**src/rtl/sdf_stage_ctrl_if.sv**
```systemverilog
// rtl/sdf_stage_ctrl_if.sv - sample handshake and stage-control bundle for sdf_stage_ctrl
// Purpose: groups the upstream sample handshake and the control outputs that
// drive one radix-2 SDF stage's shift register and butterfly.
// Signals:
//   valid_i, ready_o        sample handshake, accept = valid_i && ready_o
//   data_in_r, data_in_i    signed input sample (W bits per component)
//   data_out_r, data_out_i  registered accepted sample, aligned with mode_o
//   mode_o                  00 IDLE, 01 FILL, 10 BFLY, 11 DRAIN
//   sr_en_o                 feedback shift-register advance enable
//   tw_idx_o                twiddle index
//   valid_o                 butterfly output is a real result
//   sop_o, eop_o            first / last output of a stage frame
// Modports: master = upstream/consumer side, slave = controller side.
interface sdf_stage_ctrl_if #(
   parameter int W = 16
);
   logic                valid_i;
   logic                ready_o;
   logic signed [W-1:0] data_in_r;
   logic signed [W-1:0] data_in_i;
   logic signed [W-1:0] data_out_r;
   logic signed [W-1:0] data_out_i;
   logic [1:0]          mode_o;
   logic                sr_en_o;
   logic [3:0]          tw_idx_o;
   logic                valid_o;
   logic                sop_o;
   logic                eop_o;

   modport master (
      output valid_i, data_in_r, data_in_i,
      input  ready_o, data_out_r, data_out_i, mode_o, sr_en_o, tw_idx_o,
             valid_o, sop_o, eop_o
   );

   modport slave (
      input  valid_i, data_in_r, data_in_i,
      output ready_o, data_out_r, data_out_i, mode_o, sr_en_o, tw_idx_o,
             valid_o, sop_o, eop_o
   );
endinterface

```
**src/rtl/sdf_stage_ctrl.sv**
```systemverilog
// rtl/sdf_stage_ctrl.sv - sequencer for one radix-2 single-delay-feedback FFT stage
// Purpose: accepts the stage input stream and generates butterfly mode,
// shift-register enable, twiddle index and frame markers for a stage with
// delay D = 2**LOG_D (frame length 2D). Stalls the feedback register across
// input gaps and drains the stored half-frame when the stream stops.
// Parameters: LOG_D (0..4) feedback delay exponent, W sample component width.
// Ports:
//   clk  rising-edge clock
//   rst  asynchronous active-low reset
//   bus  sdf_stage_ctrl_if.slave: valid_i/ready_o handshake, data_in_*,
//        data_out_*, mode_o, sr_en_o, tw_idx_o, valid_o, sop_o, eop_o
module sdf_stage_ctrl #(
   parameter int LOG_D = 0,
   parameter int W     = 16
) (
   input  logic            clk,
   input  logic            rst,
   sdf_stage_ctrl_if.slave bus
);
   localparam int CW = LOG_D + 1;
   localparam int D  = 1 << LOG_D;

   localparam logic [CW-1:0] CNT_D    = CW'(D);
   localparam logic [CW-1:0] CNT_D_M1 = CW'(D - 1);
   localparam logic [CW-1:0] CNT_LAST = CW'(2 * D - 1);
   localparam logic [CW-1:0] CNT_ONE  = CW'(1);

   localparam logic [1:0] MODE_IDLE  = 2'b00;
   localparam logic [1:0] MODE_FILL  = 2'b01;
   localparam logic [1:0] MODE_BFLY  = 2'b10;
   localparam logic [1:0] MODE_DRAIN = 2'b11;

   typedef enum logic [1:0] {ST_IDLE, ST_RUN, ST_DRAIN} state_t;

   state_t              state_q, state_d;
   logic [CW-1:0]       cnt_q, cnt_d;
   logic [CW-1:0]       dcnt_q, dcnt_d;
   logic                pend_q, pend_d;
   logic                ready_q, ready_d;
   logic [1:0]          mode_q, mode_d;
   logic                sr_en_q, sr_en_d;
   logic                valid_q, valid_d;
   logic                sop_q, sop_d;
   logic                eop_q, eop_d;
   logic [3:0]          tw_q, tw_d;
   logic signed [W-1:0] dr_q, dr_d;
   logic signed [W-1:0] di_q, di_d;
   logic                accept;
   logic                phase;

   assign accept = bus.valid_i && ready_q;
   assign phase  = cnt_q[LOG_D];

   always_ff @(posedge clk or negedge rst) begin
      if (!rst) begin
         state_q <= ST_IDLE;
         cnt_q   <= '0;
         dcnt_q  <= '0;
         pend_q  <= 1'b0;
         ready_q <= 1'b1;
         mode_q  <= MODE_IDLE;
         sr_en_q <= 1'b0;
         valid_q <= 1'b0;
         sop_q   <= 1'b0;
         eop_q   <= 1'b0;
         tw_q    <= '0;
         dr_q    <= '0;
         di_q    <= '0;
      end else begin
         state_q <= state_d;
         cnt_q   <= cnt_d;
         dcnt_q  <= dcnt_d;
         pend_q  <= pend_d;
         ready_q <= ready_d;
         mode_q  <= mode_d;
         sr_en_q <= sr_en_d;
         valid_q <= valid_d;
         sop_q   <= sop_d;
         eop_q   <= eop_d;
         tw_q    <= tw_d;
         dr_q    <= dr_d;
         di_q    <= di_d;
      end
   end

   // Defaults describe a stalled cycle: everything held, nothing advances.
   always_comb begin
      state_d = state_q;
      cnt_d   = cnt_q;
      dcnt_d  = dcnt_q;
      pend_d  = pend_q;
      ready_d = 1'b1;
      mode_d  = mode_q;
      sr_en_d = 1'b0;
      valid_d = 1'b0;
      sop_d   = 1'b0;
      eop_d   = 1'b0;
      tw_d    = tw_q;
      dr_d    = dr_q;
      di_d    = di_q;

      // The first DRAIN-state cycle still shows the registered ready_o = 1,
      // so a sample arriving there is honoured and cancels the drain, exactly
      // as if it had been present on the edge that decided to drain.
      if (accept) begin
         state_d = ST_RUN;
         cnt_d   = cnt_q + CNT_ONE;
         sr_en_d = 1'b1;
         mode_d  = phase ? MODE_BFLY : MODE_FILL;
         tw_d    = 4'(cnt_q & CNT_D_M1);
         dr_d    = bus.data_in_r;
         di_d    = bus.data_in_i;
         // FILL pushes out the previous frame's differences, if any exist.
         valid_d = phase | pend_q;
         sop_d   = (cnt_q == CNT_D);
         eop_d   = (cnt_q == CNT_D_M1) && pend_q;
         if (cnt_q == CNT_LAST) begin
            pend_d = 1'b1;
         end else if (cnt_q == CNT_D_M1) begin
            pend_d = 1'b0;
         end
      end else begin
         unique case (state_q)
            ST_IDLE: begin
               mode_d = MODE_IDLE;
               tw_d   = '0;
               dr_d   = '0;
               di_d   = '0;
            end
            ST_RUN: begin
               // Frame boundary with nothing arriving: flush stored differences.
               if (cnt_q == '0) begin
                  if (pend_q) begin
                     state_d = ST_DRAIN;
                     dcnt_d  = CNT_D;
                  end else begin
                     state_d = ST_IDLE;
                  end
               end
            end
            ST_DRAIN: begin
               ready_d = 1'b0;
               mode_d  = MODE_DRAIN;
               sr_en_d = 1'b1;
               valid_d = 1'b1;
               tw_d    = '0;
               dr_d    = '0;
               di_d    = '0;
               dcnt_d  = dcnt_q - CNT_ONE;
               if (dcnt_q == CNT_ONE) begin
                  eop_d   = 1'b1;
                  pend_d  = 1'b0;
                  state_d = ST_IDLE;
               end
            end
            default: begin
               state_d = ST_IDLE;
            end
         endcase
      end
   end

   assign bus.ready_o    = ready_q;
   assign bus.mode_o     = mode_q;
   assign bus.sr_en_o    = sr_en_q;
   assign bus.valid_o    = valid_q;
   assign bus.sop_o      = sop_q;
   assign bus.eop_o      = eop_q;
   assign bus.tw_idx_o   = tw_q;
   assign bus.data_out_r = dr_q;
   assign bus.data_out_i = di_q;
endmodule

```
**src/flat_wrapper.sv**
```systemverilog
// flat-port wrapper written by rule: the top's interface ports become plain ports
module sdf_stage_ctrl_flat 
#(
   parameter int LOG_D = 0,
   parameter int W     = 16
)
  (clk, rst, bus_valid_i, bus_data_in_r, bus_data_in_i, bus_ready_o, bus_data_out_r, bus_data_out_i, bus_mode_o, bus_sr_en_o, bus_tw_idx_o, bus_valid_o, bus_sop_o, bus_eop_o);
  sdf_stage_ctrl_if #(.W(W)) bus_i ();
  input  logic clk;
  input  logic rst;
  input wire logic [$bits(bus_i.valid_i)-1:0] bus_valid_i;
  input wire logic [$bits(bus_i.data_in_r)-1:0] bus_data_in_r;
  input wire logic [$bits(bus_i.data_in_i)-1:0] bus_data_in_i;
  output wire logic [$bits(bus_i.ready_o)-1:0] bus_ready_o;
  output wire logic [$bits(bus_i.data_out_r)-1:0] bus_data_out_r;
  output wire logic [$bits(bus_i.data_out_i)-1:0] bus_data_out_i;
  output wire logic [$bits(bus_i.mode_o)-1:0] bus_mode_o;
  output wire logic [$bits(bus_i.sr_en_o)-1:0] bus_sr_en_o;
  output wire logic [$bits(bus_i.tw_idx_o)-1:0] bus_tw_idx_o;
  output wire logic [$bits(bus_i.valid_o)-1:0] bus_valid_o;
  output wire logic [$bits(bus_i.sop_o)-1:0] bus_sop_o;
  output wire logic [$bits(bus_i.eop_o)-1:0] bus_eop_o;
  assign bus_i.valid_i = bus_valid_i;
  assign bus_i.data_in_r = bus_data_in_r;
  assign bus_i.data_in_i = bus_data_in_i;
  assign bus_ready_o = bus_i.ready_o;
  assign bus_data_out_r = bus_i.data_out_r;
  assign bus_data_out_i = bus_i.data_out_i;
  assign bus_mode_o = bus_i.mode_o;
  assign bus_sr_en_o = bus_i.sr_en_o;
  assign bus_tw_idx_o = bus_i.tw_idx_o;
  assign bus_valid_o = bus_i.valid_o;
  assign bus_sop_o = bus_i.sop_o;
  assign bus_eop_o = bus_i.eop_o;
  sdf_stage_ctrl #(.LOG_D(LOG_D), .W(W)) u_core (.clk(clk), .rst(rst), .bus(bus_i));
endmodule
```
**config.mk**
```make
export PLATFORM = sky130hd
export DESIGN_NAME = sdf_stage_ctrl_flat
export DESIGN_NICKNAME = d
export VERILOG_FILES = /design/src/rtl/sdf_stage_ctrl_if.sv /design/src/rtl/sdf_stage_ctrl.sv /design/src/flat_wrapper.sv
export SDC_FILE = /design/constraint.sdc
export NUM_CORES = 1
export LEC_CHECK = 0
export BUFFER_PORTS_ARGS = -buffer_cell sky130_fd_sc_hd__buf_2
export CAP_MARGIN = 0
export CORE_MARGIN = 3
export CORE_UTILIZATION = 46
export CTS_CLUSTER_DIAMETER = 50
export DETAILED_ROUTE_END_ITERATION = 7
export HOLD_SLACK_MARGIN = 0.02
export PLACE_DENSITY = 0.86
export SLEW_MARGIN = 30
export SYNTH_ARGS = -nofsm -noshare
export SYNTH_HDL_FRONTEND = slang
export SYNTH_SLANG_ARGS = --single-unit
```
**constraint.sdc**
```tcl
create_clock -name clk -period 1.69 [get_ports clk]
set_input_delay 0.169 -clock clk [delete_from_list [all_inputs] [get_ports clk]]
set_output_delay 0.169 -clock clk [all_outputs]
set_load 0.02 [all_outputs]
```
==> results of run 1 <==
what timing repair did:
item / 4_1_cts / 5_1_grt
endpoints found under the hold margin: 20 / 0
resized for setup: 0 / 0
hold buffers: 1 / 0
critical path: cells and delay by family (launching register included):
kind	cells	cell delay, ns
compound gates	2	0.48
flops	1	0.54
simple gates	1	0.16
through the flow:
stage	setup WS, ns	instances
after floorplan	0.416	189
after global placement	0.438	299
after detailed placement	0.403	299
after CTS	0.390	308
after global routing	0.298	308
final	0.399	308
flip-flops by register name (all words and copies together) (netlist names):
name and cells:
u_core.bus.sop_o 1, u_core.dcnt_q 1, u_core.bus.valid_o 1, u_core.bus.ready_o 1, u_core.bus.data_out_r 16, u_core.bus.mode_o 2
u_core.bus.eop_o 1, u_core.bus.data_out_i 16, u_core.state_q 2, u_core.bus.sr_en_o 1, u_core.cnt_q 1, u_core.pend_q 1
cells in the final DEF (no fill, tap or decap), types with 2 or more instances in the layout:
cell type and instances:
clkbuf_8 7, nand3_1 33, conb_1 4, nor2_1 3, buf_4 6, a21oi_1 3
inv_1 2, dfrtp_1 43, buf_2 73, nand2_1 71
final cells by class:
| type | instances | area (µm²) |
|---|---|---|
| fill | 315 | 1220 |
| multi-input combinational | 127 | 569 |
| timing repair buffer | 81 | 440 |
| inverter | 2 | 7.51 |
| tap | 46 | 57.6 |
| clock buffer | 7 | 96.3 |
| clock inverter | 1 | 30.0 |
| sequential | 44 | 1100 |
power by group:
| group | switching, W | leakage (nW) | internal [W] |
|---|---|---|---|
| Combinational | 0.000504 | 0.695 | 0.000278 |
| Clock | 0.000325 | 0.0645 | 0.000521 |
| Sequential | 0.000112 | 0.542 | 0.00123 |
| Total | 0.000941 | 1.30 | 0.00203 |
cells by family after synthesis:
| logic type | Yosys count |
|---|---|
| AND/OR/NAND/NOR | 113 |
| flip-flops | 44 |
| buffers and inverters | 18 |
| AO/OA/AOI/OAI | 9 |
| XOR/XNOR | 1 |
| other | 1 |
path summary, 6_finish.rpt:
path | startpoint | to | slack [ns]
max reg2reg | u_core.bus.ready_o | u_core.dcnt_q | 0.40
max in group asynchronous | rst | u_core.bus.data_out_i[2] | 0.84
min | bus_data_in_r[2] | u_core.bus.data_out_r[2] | 0.06
min in group asynchronous | rst | u_core.bus.sr_en_o | 0.37
min reg2reg | u_core.bus.data_out_r[14] | u_core.bus.data_out_r[14] | 0.51
max | u_core.bus.ready_o | u_core.dcnt_q | 0.40
metal layers:
metal / share of wire [%] / vias up / routed length, µm
met2: 46 / 60 / 1710
met3: 8.5 / 7 / 316
met5: 0 / - / 0
li1: - / 741 / -
met1: 44 / 645 / 1640
met4: 1.7 / 0 / 62
==> results.yml, run 1 <==
global_route:
  grt_pass1_vias: 1391
  grt_max_degree: 26
  grt_use_met1_pct: 21.7
  grt_util_met2_pct: 29.9
  track_usage_pct: 17.8
  grt_pass1_wl_um: 6080
  use_met3_pct: 4.60
  antenna_found_initial: 0
  overflow: 0
  top_usage_layer: "met2"
floorplanning:
  core-area_um2: 3520
  io_pins: 78
  start_util_pct: 50.0
  die_h_um: 67.9
  num_rows: 21
  die_x_um: 67.9
  die-area_um2: 4610
logic_synthesis:
  synthCells: 186
  ys_seq_elements: 44
  synth-edff-count: 0
  synth_ff_type: "dfrtp_1"
  synthAdderAreaFrac_pct: 0
  synth.largest_area_cell: "dfrtp_1"
  synth.area.mux_share_pct: 0
  synth.area.top_cells: "dfrtp_1 (61%), nand2_1 (15%), nand3_1 (9.4%)"
  avgSynthCellArea_um2: 9.46
  synth_top_family_by_area: "simple AND/OR/NAND/NOR gates"
  synth_compound_area_share_pct: 3.55
  synth_simple_gate_area_share_pct: 27.4
  synth_area_um2: 1760
  async_flop_share_pct: 100
  ys_warn_count: 0
  synth_xor_area_share_pct: 0.498
  ys_types: 24
  ys_seq_area_share_pct: 62.6
  synth_commonest_cells: "nand2_1 (71), dfrtp_1 (43), nand3_1 (33), buf_2 (8), buf_4 (6)"
  yosysTopAreaCellShare_pct: 61.1
  synthMostInstantiatedCell: "nand2_1"
min_path:
  whs_path_depth: 3
  hp-class: "primary input to flip-flop"
timing:
  finalCriticalPeriod_ns: 1.29
  slew_violations: 0
  hold_ws_ns: 0.0613
  timing.final.crit_share_pct: 76.4
  finalHoldViolCount: 0
  clock_skew_ns: 0.00493
  fmax_mhz: 775
  setup_violations: 0
  tns_ns: 0
  rsz0062_at_grt: "false"
layout:
  fin_nets: 296
  design_area_um2: 2300
  area_growth_pct: 30.8
  final_util_pct: 65.4
  drive_gt1_share_pct: 34.7
  num_antenna_cells: 0
detailed_routing:
  ant_nets: 0
  first_pass_iters: 4
  drc: 0
  avgViaCountPerCell: 4.72
  wl_um: 3730
  wl_per_cell_um: 12.1
  first_iter_violations: 47
  dr_total_vias: 1453
cts:
  clk_pin_slew_ns: 0.08
  insertion_delay_ns: 0.29
  cts_setup_buffers: 0
  clk_path_buf_depth: 2
  clock_tree.root_cell: "clkbuf_8"
  cts.sink_count: 44
  htreeDepth: 2
  cts_buffers: 5
  cts_tree: "built"
placement:
  gp_congestion: 0.803
  placed_area_um2: 2170
  io_buffers: 73
  dp_hpwl_um: 2740
pwr:
  power-per-cell-area_nw_per_um2: 1290
  p_leak_nw: 1.30
  total_power_w: 0.00297
  peakVddDrop_mv: 0.680
setup_path:
  path_cells: "nand2_1 -> a21o_1 -> a221o_1"
  max_stage_delay_ns: 0.54
  worstRegToRegCells: 3
  crit_arrival_ns: 1.47
  worst_path_max_delay_cell: "dfstp_2"
  end_kind: "flip-flop"
  cp_max_fo: 8
  path_class: "flip-flop to flip-flop"
  crit_path_start_kind: "flip-flop"
  crit_required_ns: 1.87
flow_run:
  maxCapViolations: 0
status:
  status: "finished clean"
Note: power is estimated with default switching activity, not from simulation.
==> run 2, diff against run 1 <==
clock period = 1.2 ns   (was 1.69 ns; I/O delays follow)
==> results.yml, run 2 (same netlist as run 1, synthesis figures left out) <==
status:
  status: "finished clean"
detailed_routing:
  drc: 0
  met2_length_um: 2240
  first_pass_iters: 4
  top_layer: "met4"
  wl_per_cell_um: 13.0
  met3_wirelength_um: 304
  dr_total_vias: 1622
  wl_met1_um: 1690
  avgViaCountPerCell: 4.92
  first_iter_violations: 109
  ant_nets: 0
  wl_um: 4280
global_route:
  track_usage_pct: 20.2
  grt_pass1_wl_um: 6870
  antenna_found_initial: 0
  grt_max_degree: 25
  overflow: 0
  grt_pass1_vias: 1547
timing:
  fmax_mhz: 834
  finalCriticalPeriod_ns: 1.20
  slew_violations: 0
  rsz0062_at_grt: "true"
  setup_violations: 0
  finalHoldViolCount: 0
  clock_skew_ns: 0.00809
  hold_ws_ns: 0.0281
  timing.final.crit_share_pct: 99.9
cts:
  insertion_delay_ns: 0.29
  cts_tree: "built"
  cts_setup_buffers: 0
  htreeDepth: 2
  clk_path_buf_depth: 2
  clk_pin_slew_ns: 0.08
  cts_buffers: 5
  cts.sink_count: 44
  clock_tree.root_cell: "clkbuf_8"
layout:
  design_area_um2: 2500
  fin_nets: 318
  mostFrequentLayoutCells: "buf_2 (73), nand2_1 (70), dfrtp_1 (43), nand3_1 (33), dlygate4sd3_1 (19)"
  stdcell_count: 330
  num_antenna_cells: 0
  area_growth_pct: 42.1
  drive_gt1_share_pct: 34.2
  layout_commonest_cell: "buf_2"
floorplanning:
  die_x_um: 67.9
  core-area_um2: 3520
  die_h_um: 67.9
  num_rows: 21
  die-area_um2: 4610
  start_util_pct: 50.0
  io_pins: 78
pwr:
  p_leak_nw: 1.38
  power-per-cell-area_nw_per_um2: 1600
  peakVddDrop_mv: 1.08
placement:
  dp_cells: 303
  placed_area_um2: 2210
  gp_congestion: 0.747
  io_buffers: 73
  dp_hpwl_um: 3000
setup_path:
  crit_path_start_kind: "flip-flop"
  crit_required_ns: 1.37
  path_class: "flip-flop to flip-flop"
  worst_path_max_delay_cell: "dfstp_2"
  end_kind: "flip-flop"
  crit_arrival_ns: 1.37
  max_stage_delay_ns: 0.58
  path_cells: "and2_4 -> nor3_2 -> a221o_1"
  cp_max_fo: 5
  worstRegToRegCells: 3
flow_run:
  maxCapViolations: 0
min_path:
  whs_path_depth: 3
  hp-class: "primary input to flip-flop"
## run 2: cell count changes in the layout (fill, tap and decap cells not counted), sizes merged
cell and delta:
bufinv -1, buf +4, clkbuf +1, dlygate4sd3 +18
## run 2: report_power, final
| part | leakage, nW | internal [W] | total [W] | switching [W] |
|---|---|---|---|---|
| combinational | 0.795 | 0.000468 | 0.00121 | 0.000740 |
| sequential | 0.542 | 0.00174 | 0.00190 | 0.000161 |
| clock | 0.0455 | 0.000469 | 0.000907 | 0.000438 |
| total | 1.38 | 0.00267 | 0.00401 | 0.00134 |
## run 2: routing by layer
| metal | GRT usage, % | vias to the layer above |
|---|---|---|
| met3 | 6.57 | 4 |
| met1 | 23.2 | 774 |
| li1 | - | 783 |
| met4 | 5.21 | 0 |
| met2 | 36.1 | 61 |
| met5 | 0 | - |
## run 2: area by class of cell
cell class | instances | area, µm²
flip-flops and latches | 44 | 1100
fillers | 269 | 1020
repair buffers | 103 | 658
multi-input cells | 127 | 587
clock buffers | 8 | 90.1
well taps | 46 | 57.6
inverters | 2 | 7.51
## run 2: critical path, delay by kind of cell (launching register included)
kind / cells / cell delay [ns]
and+or+nand+nor: 2 / 0.24
AOI/OAI and AO/OA: 1 / 0.26
DFF: 1 / 0.58
## run 2: final timing paths
check / start / to / slack (ns)
setup / recovery: u_core.bus.ready_o / u_core.dcnt_q / 0.002
hold / removal: bus_data_in_i[10] / u_core.bus.data_out_i[10] / 0.03
setup reg to reg: u_core.bus.ready_o / u_core.dcnt_q / 0.002
hold reg to reg: u_core.bus.data_out_i[3] / u_core.bus.data_out_i[3] / 0.51
max in group asynchronous: rst / u_core.bus.data_out_i[7] / 0.46
min in group asynchronous: rst / u_core.bus.data_out_r[2] / 0.28
## run 2: repair_timing
item | 4_1_cts | 5_1_grt
hold buffers | 19 | 0
endpoints found under the hold margin | 30 | 0
resized for setup | 0 | 4
endpoints found under the setup margin | 0 | 25
## run 2: stage by stage
step	TNS (ns)	util, %	worst slack [ns]	total power, W
after floorplan	-0.0531	-	-0.0531	0.00263
after global placement	0	62.7	0.0518	0.00303
after detailed placement	0	62.7	0.0238	0.00308
after CTS	0	70.6	0.0115	0.00405
after global routing	-0.124	71.1	-0.0378	0.00427
final	0	71.1	0.00166	0.00401
